==> src/rtl/disas_trace.sv <==
`default_nettype none
// ============================================================================
//  Module   : disas_trace
//  Purpose  : Opcode-fetch trace capture for a 65xx-style bus. Watches
//             sync/RDY/AB/DI, classifies each fetched opcode and queues
//             {address, opcode, class, a24} entries in a first-word
//             fall-through FIFO drained over a valid/ready port.
//  Revision : 1.0 - initial release
// ----------------------------------------------------------------------------
//  Ports
//    clk, RST_N        : clock, asynchronous active-low reset
//    sync, RDY, AB, DI : CPU fetch strobe, ready, address bus, read data
//    enable            : allows new captures to start
//    clear             : synchronous flush of FIFO and sticky flags
//    tr_valid/tr_ready : FIFO head handshake
//    tr_addr, tr_opcode, tr_class, tr_a24 : FIFO head entry (0 when empty)
//    count             : entries held (0..DEPTH)
//    overflow          : sticky, an entry was lost on a full FIFO
//    stopped           : STP opcode captured, capture frozen until clear
// ============================================================================
module disas_trace #(
    parameter int ABITS     = 24,
    parameter int DEPTH     = 16,
    parameter int WRAP      = 0,
    parameter int MERGE_PFX = 1
) (
    input  logic                   clk,
    input  logic                   RST_N,
    input  logic                   sync,
    input  logic                   RDY,
    input  logic [ABITS-1:0]       AB,
    input  logic [7:0]             DI,
    input  logic                   enable,
    input  logic                   clear,
    output logic                   tr_valid,
    input  logic                   tr_ready,
    output logic [ABITS-1:0]       tr_addr,
    output logic [7:0]             tr_opcode,
    output logic [2:0]             tr_class,
    output logic                   tr_a24,
    output logic [$clog2(DEPTH):0] count,
    output logic                   overflow,
    output logic                   stopped
);

    localparam int         c_pw     = $clog2(DEPTH);
    localparam int         c_cw     = c_pw + 1;
    localparam int         c_ew     = ABITS + 12;
    localparam logic [7:0] c_op_pfx = 8'h1F;
    localparam logic [7:0] c_op_stp = 8'hDB;
    localparam logic       c_merge  = (MERGE_PFX != 0);
    localparam logic       c_wrap   = (WRAP != 0);

    typedef enum logic [0:0] {
        ST_IDLE  = 1'b0,
        ST_FETCH = 1'b1
    } state_t;

    state_t             r_state;
    state_t             w_state_nxt;
    logic [ABITS-1:0]   r_addr_q;
    logic [ABITS-1:0]   r_pfx_addr;
    logic               r_pfx_pend;
    logic               r_stopped;
    logic               r_overflow;
    logic [c_pw-1:0]    r_wr_ptr;
    logic [c_pw-1:0]    r_rd_ptr;
    logic [c_cw-1:0]    r_count;
    logic [c_ew-1:0]    r_mem [DEPTH];

    logic               w_load_addr;
    logic               w_push;
    logic [ABITS-1:0]   w_push_addr;
    logic               w_push_a24;
    logic               w_set_pfx;
    logic               w_clr_pfx;
    logic               w_set_stop;
    logic [2:0]         w_class;
    logic [c_ew-1:0]    w_entry;
    logic [c_ew-1:0]    w_head;
    logic               w_valid;
    logic               w_full;
    logic               w_pop;
    logic               w_wr_en;
    logic               w_rd_adv;

    function automatic logic [2:0] classify(input logic [7:0] op);
        logic [2:0] cls;
        cls = 3'd0;
        if (op[4:0] == 5'b10000 || op == 8'h80) begin
            cls = 3'd1;
        end else begin
            case (op)
                8'h20, 8'h40, 8'h60, 8'h4C, 8'h6C, 8'h7C: cls = 3'd2;
                8'h00:                                    cls = 3'd3;
                8'hDB:                                    cls = 3'd4;
                8'h0F, 8'h1F:                             cls = 3'd5;
                default:                                  cls = 3'd0;
            endcase
        end
        return cls;
    endfunction

    assign w_class = classify(DI);
    assign w_entry = {w_push_addr, DI, w_class, w_push_a24};

    // ------------------------------------------------------------------
    // Capture FSM: next state and capture strobes. Nothing moves on the
    // capture side while RDY is low.
    // ------------------------------------------------------------------
    always_comb begin
        w_state_nxt = r_state;
        w_load_addr = 1'b0;
        w_push      = 1'b0;
        w_push_addr = r_addr_q;
        w_push_a24  = 1'b0;
        w_set_pfx   = 1'b0;
        w_clr_pfx   = 1'b0;
        w_set_stop  = 1'b0;
        if (RDY) begin
            case (r_state)
                ST_IDLE: begin
                    if (sync && enable && !r_stopped) begin
                        w_load_addr = 1'b1;
                        w_state_nxt = ST_FETCH;
                    end
                end
                ST_FETCH: begin
                    if (c_merge && DI == c_op_pfx) begin
                        // Repeated prefixes keep the first prefix address.
                        w_set_pfx = !r_pfx_pend;
                    end else begin
                        w_push = 1'b1;
                        if (r_pfx_pend) begin
                            w_push_addr = r_pfx_addr;
                            w_push_a24  = 1'b1;
                            w_clr_pfx   = 1'b1;
                        end
                    end
                    w_set_stop = (DI == c_op_stp);
                    // A back-to-back fetch stays in FETCH unless STP froze us.
                    if (sync && enable && !w_set_stop) begin
                        w_load_addr = 1'b1;
                        w_state_nxt = ST_FETCH;
                    end else begin
                        w_state_nxt = ST_IDLE;
                    end
                end
                default: w_state_nxt = ST_IDLE;
            endcase
        end
    end

    always_ff @(posedge clk or negedge RST_N) begin
        if (!RST_N) begin
            r_state <= ST_IDLE;
        end else if (clear) begin
            r_state <= ST_IDLE;
        end else begin
            r_state <= w_state_nxt;
        end
    end

    always_ff @(posedge clk or negedge RST_N) begin
        if (!RST_N) begin
            r_addr_q   <= '0;
            r_pfx_addr <= '0;
            r_pfx_pend <= 1'b0;
            r_stopped  <= 1'b0;
        end else if (clear) begin
            r_pfx_pend <= 1'b0;
            r_stopped  <= 1'b0;
        end else begin
            if (w_load_addr) begin
                r_addr_q <= AB;
            end
            if (w_set_pfx) begin
                r_pfx_pend <= 1'b1;
                r_pfx_addr <= r_addr_q;
            end else if (w_clr_pfx) begin
                r_pfx_pend <= 1'b0;
            end
            if (w_set_stop) begin
                r_stopped <= 1'b1;
            end
        end
    end

    // ------------------------------------------------------------------
    // FIFO. A push into a full FIFO is stored only when a pop frees a
    // slot on the same edge or when overwrite mode drops the oldest.
    // ------------------------------------------------------------------
    assign w_valid  = (r_count != '0);
    assign w_full   = (r_count == c_cw'(DEPTH));
    assign w_pop    = w_valid && tr_ready;
    assign w_wr_en  = w_push && (!w_full || w_pop || c_wrap);
    assign w_rd_adv = w_pop || (w_push && w_full && c_wrap);
    assign w_head   = r_mem[r_rd_ptr];

    always_ff @(posedge clk or negedge RST_N) begin
        if (!RST_N) begin
            r_wr_ptr   <= '0;
            r_rd_ptr   <= '0;
            r_count    <= '0;
            r_overflow <= 1'b0;
        end else if (clear) begin
            r_wr_ptr   <= '0;
            r_rd_ptr   <= '0;
            r_count    <= '0;
            r_overflow <= 1'b0;
        end else begin
            if (w_wr_en) begin
                r_wr_ptr <= r_wr_ptr + c_pw'(1);
            end
            if (w_rd_adv) begin
                r_rd_ptr <= r_rd_ptr + c_pw'(1);
            end
            r_count <= r_count + c_cw'(w_wr_en) - c_cw'(w_rd_adv);
            if (w_push && w_full && !w_pop) begin
                r_overflow <= 1'b1;
            end
        end
    end

    // Storage needs no reset: the head is masked whenever count is zero.
    always_ff @(posedge clk) begin
        if (w_wr_en && !clear) begin
            r_mem[r_wr_ptr] <= w_entry;
        end
    end

    assign tr_valid  = w_valid;
    assign tr_addr   = w_valid ? w_head[c_ew-1:12] : '0;
    assign tr_opcode = w_valid ? w_head[11:4]      : '0;
    assign tr_class  = w_valid ? w_head[3:1]       : '0;
    assign tr_a24    = w_valid ? w_head[0]         : 1'b0;
    assign count     = r_count;
    assign overflow  = r_overflow;
    assign stopped   = r_stopped;

endmodule
`default_nettype wire
==> config.mk <==
export PLATFORM = sky130hd
export DESIGN_NAME = disas_trace
export DESIGN_NICKNAME = d
export VERILOG_FILES = /design/src/rtl/disas_trace.sv
export SDC_FILE = /design/constraint.sdc
export NUM_CORES = 1
export LEC_CHECK = 0
export ABC_AREA = 1
export BUFFER_PORTS_ARGS = -buffer_cell sky130_fd_sc_hd__clkbuf_2
export CAP_MARGIN = 25
export CORE_UTILIZATION = 55
export DETAILED_ROUTE_END_ITERATION = 8
export GPL_ROUTABILITY_DRIVEN = 0
export PLACE_DENSITY = 0.72
export SYNTH_ARGS = -nofsm -noshare
export SYNTH_HDL_FRONTEND = slang
export SYNTH_SLANG_ARGS = --single-unit
==> constraint.sdc <==
create_clock -name clk -period 12 [get_ports clk]
set_clock_uncertainty 0.2 [all_clocks]
set_input_delay 1.8 -clock clk [delete_from_list [all_inputs] [get_ports clk]]
set_output_delay 1.8 -clock clk [all_outputs]
set_load 0.02 [all_outputs]
* After elaboration in Yosys (flattened, before gate mapping)
Memory sizes are Yosys's and may differ from the RTL's.
Index checks and enable logic that the tools add are counted.
** Storage, ports and cells
- Register bits after elaboration :: 65
- Memory bits (writable) :: 576
- Input bits :: 39
- Output and inout bits :: 44
- Logic and storage cells :: 98
- Memories kept :: 1
** Memories
- r_mem :: depth 16, bits a word 36, read ports 1, clocked after Yosys merged registers in 0, write ports 1, line 69 : logic [c_ew-1:0] r_mem [DEPTH];
** Operators by class
- Add/subtract/negate cells :: 4
- Eq/ne operators :: 12
- Mux-type cells :: 42
- Bitwise operators :: 2
- Reductions and logical operators :: 28
** Operator list (count)
- two-way mux 24 bit :: 5
- == test 8 x 7 -> 1 bit (second input constant) :: 5
- two-way mux 1 bit :: 27
- == test 8 bit (second input constant) :: 2
- two-way mux 4 bit :: 4
- one-hot mux 3 bit (4 select lines) :: 1
- == test 5 bit (second input constant) :: 2
- nonzero test 2 bit :: 5
- adder 4 x 1 -> 4 bit (second input constant) :: 2
- == test 8 x 4 -> 1 bit (second input constant) :: 1
- == test 8 x 5 -> 1 bit (second input constant) :: 1
- == test 8 x 6 -> 1 bit (second input constant) :: 1
- logical AND 1 bit :: 8
- logical NOT 8 bit :: 1
- two-way mux 8 bit :: 1
- logical NOT 1 bit :: 6
- two-way mux 3 bit :: 2
- OR reduction 6 bit :: 1
- adder 5 x 1 -> 5 bit :: 1
- two-way mux 5 bit :: 1
- nonzero test 5 bit :: 1
- subtractor 5 x 1 -> 5 bit :: 1
- AND reduction 2 bit :: 2
- nonzero test 3 bit :: 1
- other kinds (4) :: 6

* Longest topological paths before layout
- Depth in word-level cells :: 8
- Mapped depth :: 16

* Least setup slack after synthesis
OpenSTA, ideal clock, no wires.
- Path type :: in2reg
- Start :: in DI[7]
- End :: mem r_mem[3][0] (netlist name) (enable)
- Setup time :: 0.474 ns
- Arrival time :: 4.904 ns
- Slack :: 6.422 ns
- Cell stages on the path :: 8
- Buffers on the path :: 0
- Cell sequence :: inv_1 > nand2_1 > nor2_1 > nand2_1 > nand3_1 > nor2_4 > inv_1 > nor3_1
** On the way
- Longest elaborated chain between the ends :: 8
** RTL lines
- start: declaration :: line 32 : input logic [7:0] DI,
- == test 8 x 5 -> 1 bit :: line 129 : if (c_merge && DI == c_op_pfx) begin
- two-way mux 1 bit :: line 129
- two-way mux 1 bit :: line 121 : case (r_state)
- two-way mux 1 bit :: line 120 : if (RDY) begin
- logical AND 1 bit :: line 196 : assign w_wr_en = w_push && (!w_full || w_pop || c_wrap);
- logical AND 1 bit :: line 227 : if (w_wr_en && !clear) begin
- two-way mux 1 bit :: line 227
- two-way mux 1 bit (not written as such) :: line 228 : r_mem[r_wr_ptr] <= w_entry;
- end: declaration :: line 69
No other way between the ends.

* Final worst setup path
- Start :: reg r_rd_ptr[0]
- End :: out tr_addr[5]
** On the way
- Longest elaborated chain between the ends :: 2
** RTL lines
- start: declaration :: line 67 : logic [c_pw-1:0] r_rd_ptr;
- start signal: assignment :: line 216 : r_rd_ptr <= r_rd_ptr + c_pw'(1);
- memory (16 x 36 bit)
- two-way mux 24 bit :: line 233 : assign tr_addr = w_valid ? w_head[c_ew-1:12] : '0;
- end: declaration :: line 37 : output logic [ABITS-1:0] tr_addr,
No other way between the ends.

==> results.py <==
metrics = {
    "timing": {
        "period_needed_ns": 6.21,
        "tightestPinTransition_ns": 1.12,
        "rsz0062_at_grt": "no",
        "fin_crit_sh": 0.518,
        "fin_tns_setup_ns": 0,
        "setup-violations-final": 0,
        "fmax_ghz": 0.161,
        "relSlewSlack": 0.255,
        "hold_viol": 0,
        "slew_violations": 0,
    },
    "synth": {
        "netlist_instances": 2295,
        "synthMuxAreaShare": 0,
        "postSynthAreaPerCell_um2": 11.5,
        "synth_top_family_by_area": "simple AND/OR/NAND/NOR gates",
        "synthesis.area_mm2": 0.0264,
        "synth_edf_count": 576,
        "synth_xor_area_frac": 0.000994,
        "syn_nets": 2346,
        "ys_warn_count": 0,
        "async_flop_share": 0.101,
        "synthAdderAreaFrac": 0.00597,
        "ys_ff_latch": 641,
        "synthSimpleGateAreaFrac": 0.209,
        "synth-compound-area-share": 0.0279,
        "yosysSeqAreaShare": 0.716,
        "dominantRegCellSynth": "edfxtp_1",
        "ys_types": 30,
    },
    "cts": {
        "cts.htree.levels": 2,
        "clock_path_buffers": 3,
        "path_clk_slew_ns": 0.06,
        "clock_sink_count": 641,
        "root_buffer": "clkbuf_16",
        "cts_setup_buffers": 0,
        "clk_latency_ns": 0.62,
        "cts_buffers": 60,
        "cts_resized": 0,
        "cts_tree": "yes",
        "holdBufCountCts": 0,
    },
    "grt": {
        "gr-total-overflow": 0,
        "grt_pass1_wl_mm": 95.0,
        "antenna_found_initial": 0,
        "grt_use_total": 0.253,
        "grt_pass1_vias": 16900,
        "grt_start_max_net_pins": 176,
    },
    "drt": {
        "wire_per_inst_um": 20.5,
        "drt_iter0_drc": 1816,
        "avgViaCountPerCell": 5.77,
        "drtPass1Iterations": 6,
        "via_count": 17300,
        "drt-total-wl_mm": 61.5,
        "ant_nets": 0,
        "drc_errors": 0,
    },
    "min_path": {
        "hp-class": "reg2reg",
        "hp-start": "r_pfx_addr[13]$_DFFE_PN0P_",
    },
    "flow_run": {
        "cap_violations": 0,
    },
    "floorplan": {
        "rows": 79,
        "start_util": 0.563,
        "die_y_um": 221,
        "dieArea_mm2": 0.0489,
        "ios": 83,
        "die_w_um": 221,
        "core-area_mm2": 0.0470,
    },
    "layout": {
        "fill_cells": 3571,
        "finish.utilization": 0.620,
        "diodes": 0,
        "nNetsFinal": 2401,
        "drive_gt1_frac": 0.109,
        "multi_input_area_mm2": 0.00656,
        "seq_area_mm2": 0.0189,
        "area_growth_pct": 10.2,
    },
    "pwr": {
        "peakVddDrop_mv": 0.194,
        "p_per_area_mw_per_mm2": 191,
        "leakagePower_nw": 10.8,
        "total_power_w": 0.00556,
    },
    "setup_path": {
        "critPathLaunch": "r_rd_ptr[0]$_DFFE_PN0P_",
        "worstSetupEndpointType": "output port",
        "cp-start-kind": "flop",
        "path_class": "reg2out",
        "reg2reg_from": "count[2]$_DFF_PN0_",
        "path_max_fanout": 94,
        "cp.required_ns": 10.00,
        "crit_arrival_ns": 4.21,
    },
    "place": {
        "dp_hpwl_mm": 30.8,
        "io_buffers": 82,
    },
    "run_status": {
        "outcome": "completed",
    },
}
## worst max-delay path, stage by stage (launching register included)
cell and delay (ns):
dfrtp_4 0.78, buf_4 0.84, buf_4 0.76, nand2_1 0.12, nand3_1 0.14, nand3_1 0.10
nand2_1 0.09, nand2_1 0.05, a21oi_1 0.31, clkbuf_2 0.23
## final timing paths
kind,cells past startpoint,slack (ns),endpoint
setup / recovery,9,5.79,tr_addr[5]
hold / removal,2,0.29,r_pfx_addr[13]$_DFFE_PN0P_
setup reg to reg,8,8.74,r_mem[11][23]$_DFFE_PP_
hold reg to reg,2,0.29,r_pfx_addr[13]$_DFFE_PN0P_
max in group asynchronous,2,9.83,r_rd_ptr[0]$_DFFE_PN0P_
min in group asynchronous,2,1.14,count[3]$_DFF_PN0_
## layer usage
layer / routed length [um] / vias to the layer above / track usage
li1: - / 8070 / -
met1: 24100 / 8411 / 0.327
met2: 30900 / 716 / 0.433
met3: 4620 / 127 / 0.0424
met4: 1920 / 0 / 0.0909
met5: 0 / - / 0
## synthesized netlist by cell type, types with 2 or more instances
cell | number | area share
nor2_1 | 47 | 0.0067
nand3_1 | 447 | 0.085
clkbuf_1 | 33 | 0.0047
edfxtp_1 | 576 | 0.65
nand2_1 | 804 | 0.11
inv_1 | 50 | 0.0071
a21oi_2 | 10 | 0.0033
nor3_1 | 7 | 0.0013
buf_1 | 18 | 0.0026
inv_2 | 6 | 0.00085
dfrtp_1 | 65 | 0.062
buf_4 | 13 | 0.0037
a21oi_1 | 57 | 0.011
o21ai_0 | 53 | 0.010
buf_2 | 44 | 0.0083
xor2_1 | 3 | 0.00099
o21ai_2 | 9 | 0.0030
ha_1 | 11 | 0.0052
nand4_1 | 3 | 0.00071
buf_6 | 28 | 0.012
nor2_2 | 2 | 0.00047
## layout make-up
class                      instances  area share
tap                              607      0.0261
clock buffer                      72      0.0531
clock inverter                    38     0.00993
multi-input combinational       1460       0.225
inverter                          57     0.00769
timing repair buffer             130      0.0276
sequential                       641       0.650
## state kept, by name, summed over array words and instances, names as in the netlist
signal and flops:
r_mem 576, r_wr_ptr 4, count 5, r_pfx_addr 24, r_pfx_pend 1, r_state 1
r_addr_q 24, r_rd_ptr 4, stopped 1, overflow 1
## metrics by stage
stage | instance area, um2 | instances | hold WS, ns | setup slack [ns]
2_1_floorplan | 26400 | 2295 | 0.253 | 6.42
3_3_place_gp | 27200 | 2892 | 0.267 | 6.45
3_5_place_dp | 27300 | 2894 | 0.274 | 6.57
4_1_cts | 29100 | 3004 | 0.289 | 5.86
5_1_grt | 29100 | 3005 | 0.307 | 5.64
6_report | 29100 | 3005 | 0.287 | 5.79
## power breakdown
part           switching [W]  total (W)  internal (W)  leakage (nW)
Combinational       0.000863    0.00121      0.000346          3.96
Sequential         0.0000535    0.00257       0.00252          5.98
Clock               0.000800    0.00178      0.000981         0.887
Total                0.00172    0.00556       0.00384          10.8
## cell families (layout without fill, tap and decap cells)
kind of cell,Yosys count,in the layout
flops,641,641
simple gates,1313,1313
xor+xnor,3,3
buf+inv,194,297
fa+ha+maj,12,12
compound gates,132,132
## layout by cell type, fill, tap and decap left out, drive strengths merged
cell and count:
fa 1, a31oi 1, o21ai 62, xor2 3
ha 11, clkinv 31, nor2 50, dfrtp 65
o21a 1, nand3 447, o31ai 1, clkbuf 153
bufinv 3, nand3b 1, buf 49, edfxtp 576
clkinvlp 4, nor3 7, nand4 3, inv 57
a21oi 67, nand2 805
(Power assumes the default switching activity.)
